### src/rtl/collision_pair_scheduler.sv
// Walks every unordered pair of bodies, runs active pairs through the external
// SAT detector and streams colliding pairs out with ready/valid handshaking.
module collision_pair_scheduler #(
  parameter int N_BODIES = 4,
  parameter int IDX_W    = 4
) (
  input  logic                Clk,
  input  logic                Reset_n,
  input  logic                start,
  output logic [IDX_W-1:0]    rd_idx_a,
  output logic [IDX_W-1:0]    rd_idx_b,
  input  logic [192:0]        rd_body_a,
  input  logic [192:0]        rd_body_b,
  output logic [191:0]        det_body_a,
  output logic [191:0]        det_body_b,
  input  logic                det_is_collision,
  output logic                pair_valid,
  input  logic                pair_ready,
  output logic [IDX_W-1:0]    pair_a,
  output logic [IDX_W-1:0]    pair_b,
  output logic                busy,
  output logic                done,
  output logic [N_BODIES-1:0] hit_flags,
  output logic [7:0]          hit_count
);

  typedef enum logic [2:0] {IDLE, ISSUE, EVAL, EMIT, DONE} state_t;

  localparam logic [IDX_W-1:0] LAST_B = IDX_W'(N_BODIES - 1);
  localparam logic [IDX_W-1:0] LAST_A = IDX_W'(N_BODIES - 2);

  state_t           state, state_next;
  logic [IDX_W-1:0] a, b;
  logic             both_active;
  logic             last_pair;
  logic             adv;

  function automatic logic [7:0] sat_inc(input logic [7:0] x);
    return (x == 8'hFF) ? x : x + 8'd1;
  endfunction

  assign both_active = rd_body_a[192] & rd_body_b[192];
  assign last_pair   = (b >= LAST_B) && (a >= LAST_A);
  assign rd_idx_a    = a;
  assign rd_idx_b    = b;

  always_ff @(posedge Clk) begin
    if (!Reset_n) state <= IDLE;
    else          state <= state_next;
  end

  // adv marks the cycle in which the current pair is finished with
  always_comb begin
    state_next = state;
    adv        = 1'b0;
    case (state)
      IDLE:    if (start) state_next = (N_BODIES < 2) ? DONE : ISSUE;
      ISSUE:   if (both_active) state_next = EVAL; else adv = 1'b1;
      EVAL:    if (det_is_collision) state_next = EMIT; else adv = 1'b1;
      EMIT:    if (pair_ready) adv = 1'b1;
      DONE:    state_next = IDLE;
      default: state_next = IDLE;
    endcase
    if (adv) state_next = last_pair ? DONE : ISSUE;
  end

  always_comb begin
    busy       = (state != IDLE);
    done       = (state == DONE);
    pair_valid = (state == EMIT);
    pair_a     = pair_valid ? a : '0;
    pair_b     = pair_valid ? b : '0;
  end

  always_ff @(posedge Clk) begin
    if (!Reset_n) begin
      a          <= '0;
      b          <= IDX_W'(1);
      hit_flags  <= '0;
      hit_count  <= '0;
      det_body_a <= '0;
      det_body_b <= '0;
    end else begin
      if (state == IDLE && start) begin
        a         <= '0;
        b         <= IDX_W'(1);
        hit_flags <= '0;
        hit_count <= '0;
      end
      if (state == ISSUE && both_active) begin
        det_body_a <= rd_body_a[191:0];
        det_body_b <= rd_body_b[191:0];
      end
      if (state == EVAL && det_is_collision) begin
        for (int k = 0; k < N_BODIES; k++) begin
          if (IDX_W'(k) == a || IDX_W'(k) == b) hit_flags[k] <= 1'b1;
        end
        hit_count <= sat_inc(hit_count);
      end
      // lexicographic walk of the upper triangle
      if (adv && !last_pair) begin
        if (b < LAST_B) begin
          b <= b + IDX_W'(1);
        end else begin
          a <= a + IDX_W'(1);
          b <= a + IDX_W'(2);
        end
      end
    end
  end

endmodule

### config.mk
export PLATFORM = sky130hd
export DESIGN_NAME = collision_pair_scheduler
export DESIGN_NICKNAME = d
export VERILOG_FILES = /design/src/rtl/collision_pair_scheduler.sv
export SDC_FILE = /design/constraint.sdc
export NUM_CORES = 1
export LEC_CHECK = 0
export CORE_AREA = 2 2 318 320
export CTS_BUF_LIST = sky130_fd_sc_hd__clkbuf_16
export DETAILED_ROUTE_END_ITERATION = 6
export DIE_AREA = 0 0 320 322
export SLEW_MARGIN = 20
export SYNTH_ARGS = -nofsm -noshare
export SYNTH_HDL_FRONTEND = slang
export SYNTH_SLANG_ARGS = --single-unit
### constraint.sdc
create_clock -name Clk -period 2.23 [get_ports Clk]
set_input_delay 0.446 -clock Clk [delete_from_list [all_inputs] [get_ports Clk]]
set_output_delay 0.446 -clock Clk [all_outputs]
set_load 0.05 [all_outputs]
---- After elaboration in Yosys (flattened, before gate mapping) ----
Index checks and enable logic that the tools add are counted.
storage, ports and cells
  output and inout port bits .............. 415
  register bits after elaboration ......... 407
  bits of input ports ..................... 391
operators by class
  add/sub/neg operators ................... 4
  $lt $le $gt $ge ......................... 3
  reductions and logical operators ........ 18
  mux-type cells .......................... 27
  eq/ne operators ......................... 16
  bitwise operators ....................... 1
operators with widths
  kind                 count
  $mux 4               10
  $mux 8               3
  $eq 2x4->1 const A   4
  $mux 3               5
  $pmux 3 s4           1
  $ne 3x3->1 const B   3
  $add 4x1->4 const B  2
  $add 8x1->8 const B  1
  $eq 1x4->1 const A   2
  $eq 8x8->1 const B   1
  $ge 4x2->1 const B   2
  $logic_not 4->1      2
  $mux 1               7
  $eq 3x2->1 const B   2
  $logic_and 1x1->1    5
  $add 4x2->4 const B  1
  $logic_or 1x1->1     4
  $lt 4x2->1 const B   1
  $reduce_and 4->1     1
  $reduce_bool 2->1    2
  $eq 3x1->1 const B   1
  $eq 3x3->1 const B   1
  $logic_not 3->1      1
  $pmux 1 s3           1
  6 further kinds      6

---- Depth between registers and ports, before layout ----
Gate-level depths: netlist (run 1).
  word-level depth ........................ 5
  depth in mapped cells ................... 8
  gate-level depth less buffers ........... 6

---- Worst setup path before layout (run 1) ----
No wires, ideal clock.
  path type ............................... register to output
  start point ............................. register a[0] (netlist: rd_idx_a[0])
  end point ............................... output pair_a[0]
  arrival ................................. 2.003 ns
  data required time ...................... 1.784 ns
  cell stages (with the launch flop) ...... 3
  path slack .............................. -0.219 ns
  path through ............................ dfxtp_1 -> inv_1 -> nor3_1
on the way
  longest elaborated chain between the ends .. 1
RTL lines
  element                 line  source
  from (decl)             33    logic [IDX_W-1:0] a, b;
  from (signal assigned)  105   a <= a + IDX_W'(1);
  $mux 4                  71    pair_a = pair_valid ? a : '0;
  to (decl)               19    output logic [IDX_W-1:0] pair_a,
No other way between the ends.

---- Worst setup path in the final report (run 1) ----
  start point ............................. register det_body_a[162]
  end point ............................... output det_body_a[162]
RTL lines
  element                 line  source
  from (decl)             14    output logic [191:0] det_body_a,
  from (signal assigned)  91    det_body_a <= rd_body_a[191:0];
No word-level cell between the ends.

==> results of run 1 <==
==> kinds of logic (layout without fill, tap and decap cells) <==
| family | Yosys count | in the layout | share of synthesized area |
|---|---|---|---|
| AND/OR/NAND/NOR | 831 | 831 | 0.211 |
| buffers and inverters | 141 | 978 | 0.0423 |
| adder cells (fa/ha/maj) | 10 | 10 | 0.00815 |
| flip-flops | 407 | 407 | 0.531 |
| other | 0 | 3 | 0 |
| AO/OA/AOI/OAI | 425 | 425 | 0.206 |
| multiplexers | 1 | 1 | 0.000652 |
| XOR/XNOR | 1 | 1 | 0.000571 |
==> layer usage <==
metal,vias up,GRT usage,part of all wire
met5,-,0,0.00084
li1,7496,-,-
met1,6930,0.126,0.39
met3,107,0.0455,0.090
met4,8,0.0435,0.032
met2,560,0.200,0.49
==> registers in the layout, summed over array words and instances, names as in the netlist <==
register,cells
det_body_a,192
det_body_b,192
hit_count,8
hit_flags,4
rd_idx_a,4
rd_idx_b,4
state,3
==> final cells by class <==
type	instances	area, sq um
multi-input combinational	1268	6610
fill	10900	73100
antenna	3	7.51
sequential	407	8160
timing repair buffer	886	8510
inverter	7	26.3
clock inverter	34	230
clock buffer	51	1280
tap	1298	1620
==> what timing repair did <==
item | in CTS | in global routing
gates resized for setup | 384 | 12
endpoints found under the setup margin | 383 | 13
buffers inserted | 1 | 1
pin swaps | 1 | 1
==> cell usage after synthesis (2+ instances only) <==
cell / instances
ha_1: 10
nor2b_1: 2
o31ai_1: 2
nand3_1: 6
a22o_1: 2
clkbuf_1: 45
or4_1: 2
and3_2: 2
nor2_1: 8
inv_1: 7
a21boi_1: 360
a21oi_1: 8
and2_1: 6
o21ai_1: 2
nand2b_1: 3
a31oi_1: 3
nand2_1: 782
buf_2: 87
o21a_1: 2
dfxtp_1: 407
nand4_1: 3
a22oi_1: 4
nor3_1: 6
a21boi_0: 24
a32o_1: 2
o21ai_0: 7
==> through the flow <==
| stage | instance area (sq um) | hold WS [ns] | std cells | utilization |
|---|---|---|---|---|
| final | 26400 | 0.204 | 3954 | 0.266 |
| after CTS | 26400 | 0.134 | 3951 | 0.265 |
| after detailed placement | 25300 | 0.444 | 3865 | 0.255 |
| after floorplan | 15400 | 0.491 | 1816 | - |
| after global placement | 25300 | 0.440 | 3865 | 0.255 |
| after global routing | 26400 | 0.174 | 3953 | 0.266 |
==> worst paths after layout <==
| path | slack (ns) | endpoint | cells after the start | startpoint |
|---|---|---|---|---|
| setup / recovery | 0.07 | det_body_a[162] | 1 | det_body_a[162] |
| hold / removal | 0.20 | hit_count[1] | 2 | Reset_n |
| setup reg to reg | 0.45 | rd_idx_a[3] | 6 | rd_idx_a[0] |
| hold reg to reg | 0.45 | det_body_b[184] | 2 | det_body_b[184] |
==> power groups by stage <==
stage	sequential, uW	clock [uW]	combinational [uW]
floorplan	10300	0	1680
global placement	8350	0	6370
detailed placement	8370	0	6370
CTS	8200	7970	6060
global route	8270	8250	6380
finish	8200	7630	5980
==> results summary, run 1 <==
The tree is rooted in a clkbuf_16. After layout, the design draws a total of 21800 uW. The setup-violating endpoint count in the final report is 0. In the final layout, the share of cells above drive strength 1 is 0.0754. The highest cell delay on the worst timing path came out at 0.80 ns.

The cts-stage hold buffer count is 0. The via count of the first global-routing pass was 14800. The overall overflow remaining after global route is 0. The routed design has 62.7 mm of wire. The clock tree skew after final layout came out at 0.00776 ns. The total global routing track utilization came out at 0.115. By area the synthesized netlist is led by dfxtp_1, nand2_1, a21boi_1, buf_2, a21boi_0. Of the total power, registers draw 0.376. Dividing the detail-routed wire length by the instance count gives 15.9 um.

In this run the worst hold path is classified as primary input to register. The predominant post-synthesis flop cell is dfxtp_1. The floorplan step defined a core boundary enclosing 99600 sq um. The power dissipated by switching net loads is 7400 uW. For this run, the number of Yosys warnings is 0. The total buffers and inverters traversed by the critical path is 1.

The worst setup path is launched from a register. Synthesis instantiated 50 different standard cells from the library. The worst slack at placement came out at 0.0300 ns. Adding up every negative setup slack in the final design gives 0 ns.

The number of cells produced by synthesis is 1816. Setup repair after global routing left no endpoint under its margin. The largest net degree at the start of global routing is 142.

The global-route wire length before repair is 91.5 mm. In the layout the commonest cells are nand2_1, dfxtp_1, clkdlybuf4s50_1. The slew at the pin closest to its max-slew limit is 0.692 ns. The final period demand of the worst path is 2.16 ns. The maximum clock frequency is 463 MHz. In this run, synthesis produced a sequential element count of 407. The clock passes through at most 3 buffers. Once detailed placement completed, the half-perimeter wirelength came to 48.2 mm. The placer's final routability congestion estimate is 0.819. The run finished with clean final reports. Measured along the y axis, the die boundary spans 322 um. Cell internal power was estimated by the tool at 14400 uW. The total clock buffers created by CTS is 49. The smallest setup slack after layout is 0.0710 ns. The total iterations of the first detailed-routing run came out at 5. The area added between synthesis and finish is 72.3%. The library cell used most frequently in the layout, excluding fill and tap cells, is nand2_1. The boundary pin count came out at 806. The fraction of registers with async set/reset is 0.

The final layout contains 3020 nets. The per-cell via count in the routed design came out at 3.82. The share of total power dissipated in the clock network is 0.350.

The floorplan step set the die width to 320 um. The worst IR drop on VDD came out at 516 uV. The biggest area contributor in the post-synthesis netlist is dfxtp_1.

The number of max-cap violations is 0. The cell with the largest stage delay on the worst path is clkdlybuf4s50_1. The average instance in the mapped netlist occupies 8.45 sq um.

The clock latency of the later-clocked register in the worst-skew pair came out at 0.59 ns. The initial detailed-routing violation count came out at 626. The power per cell area is 825 nW/um^2. The floorplan row count came out at 116. The critical path goes through clkdlybuf4s50_1. In this run the tightest slew margin relative to its limit is 0.539. The required time at the endpoint of the critical path is 1.78 ns. The total die area is 103000 sq um. The CTS clock-pin slew for the worst setup and hold paths is 0.05 ns. Of the synthesized area, sequential elements account for 0.531. The data arrival time of the critical path is 1.71 ns.

The leakage dissipation came out at 0.0112 uW. The area of the mapped netlist came out at 15400 sq um. The CTS sink count is 407.

Of the total power, the share spent switching nets is 0.339. Broken down by cell family, the worst path's largest delay share belongs to buffers and inverters. The critical path is of the register to output port type. The initial core utilization came out at 0.154. The final count of pins violating max slew was 0. The number of antenna violations at the first check in global routing was 7. The count of buffers from port buffering came out at 805.

The share of synthesized area in the top cell type comes to 0.531. The level count of the clock H-tree is 2. Along the worst path, the maximum fanout reaches 2.

The residual DRC count came out at 0. The fraction of power consumed by combinational cells came out at 0.274. The final hold violation count came to 0.

The number of synthesized flops with an enable pin came out at 0. The via count of the routed design is 15100. The nature of the critical path endpoint is an output port.

The synthesized netlist net count is 2217. The post-route fraction of the period consumed by the critical path is 0.968. The clock tree from TritonCTS is built. The number of routed nets with antenna violations is 0.
Power figures use the tool's default switching activity.
==> run 2, diff against run 1 <==
--- a/config.mk
+++ b/config.mk
@@ -9,6 +9,7 @@
 export CTS_BUF_LIST = sky130_fd_sc_hd__clkbuf_16
 export DETAILED_ROUTE_END_ITERATION = 6
 export DIE_AREA = 0 0 320 322
+export SKIP_LAST_GASP = 1
 export SLEW_MARGIN = 20
 export SYNTH_ARGS = -nofsm -noshare
 export SYNTH_HDL_FRONTEND = slang
==> results of run 2 <==
The final DEF is identical to that of run 1; final timing and power are the same.
Among the figures that moved: number of gates resized after CTS 384 -> 383
==> run 3, diff against run 2 <==
--- a/config.mk
+++ b/config.mk
@@ -5,6 +5,7 @@
 export SDC_FILE = /design/constraint.sdc
 export NUM_CORES = 1
 export LEC_CHECK = 0
+export CAP_MARGIN = 20
 export CORE_AREA = 2 2 318 320
 export CTS_BUF_LIST = sky130_fd_sc_hd__clkbuf_16
 export DETAILED_ROUTE_END_ITERATION = 6
==> results of run 3 <==
The final DEF is identical to that of run 1; final timing and power are the same.
Among the figures that moved: number of gates resized after CTS 384 -> 383
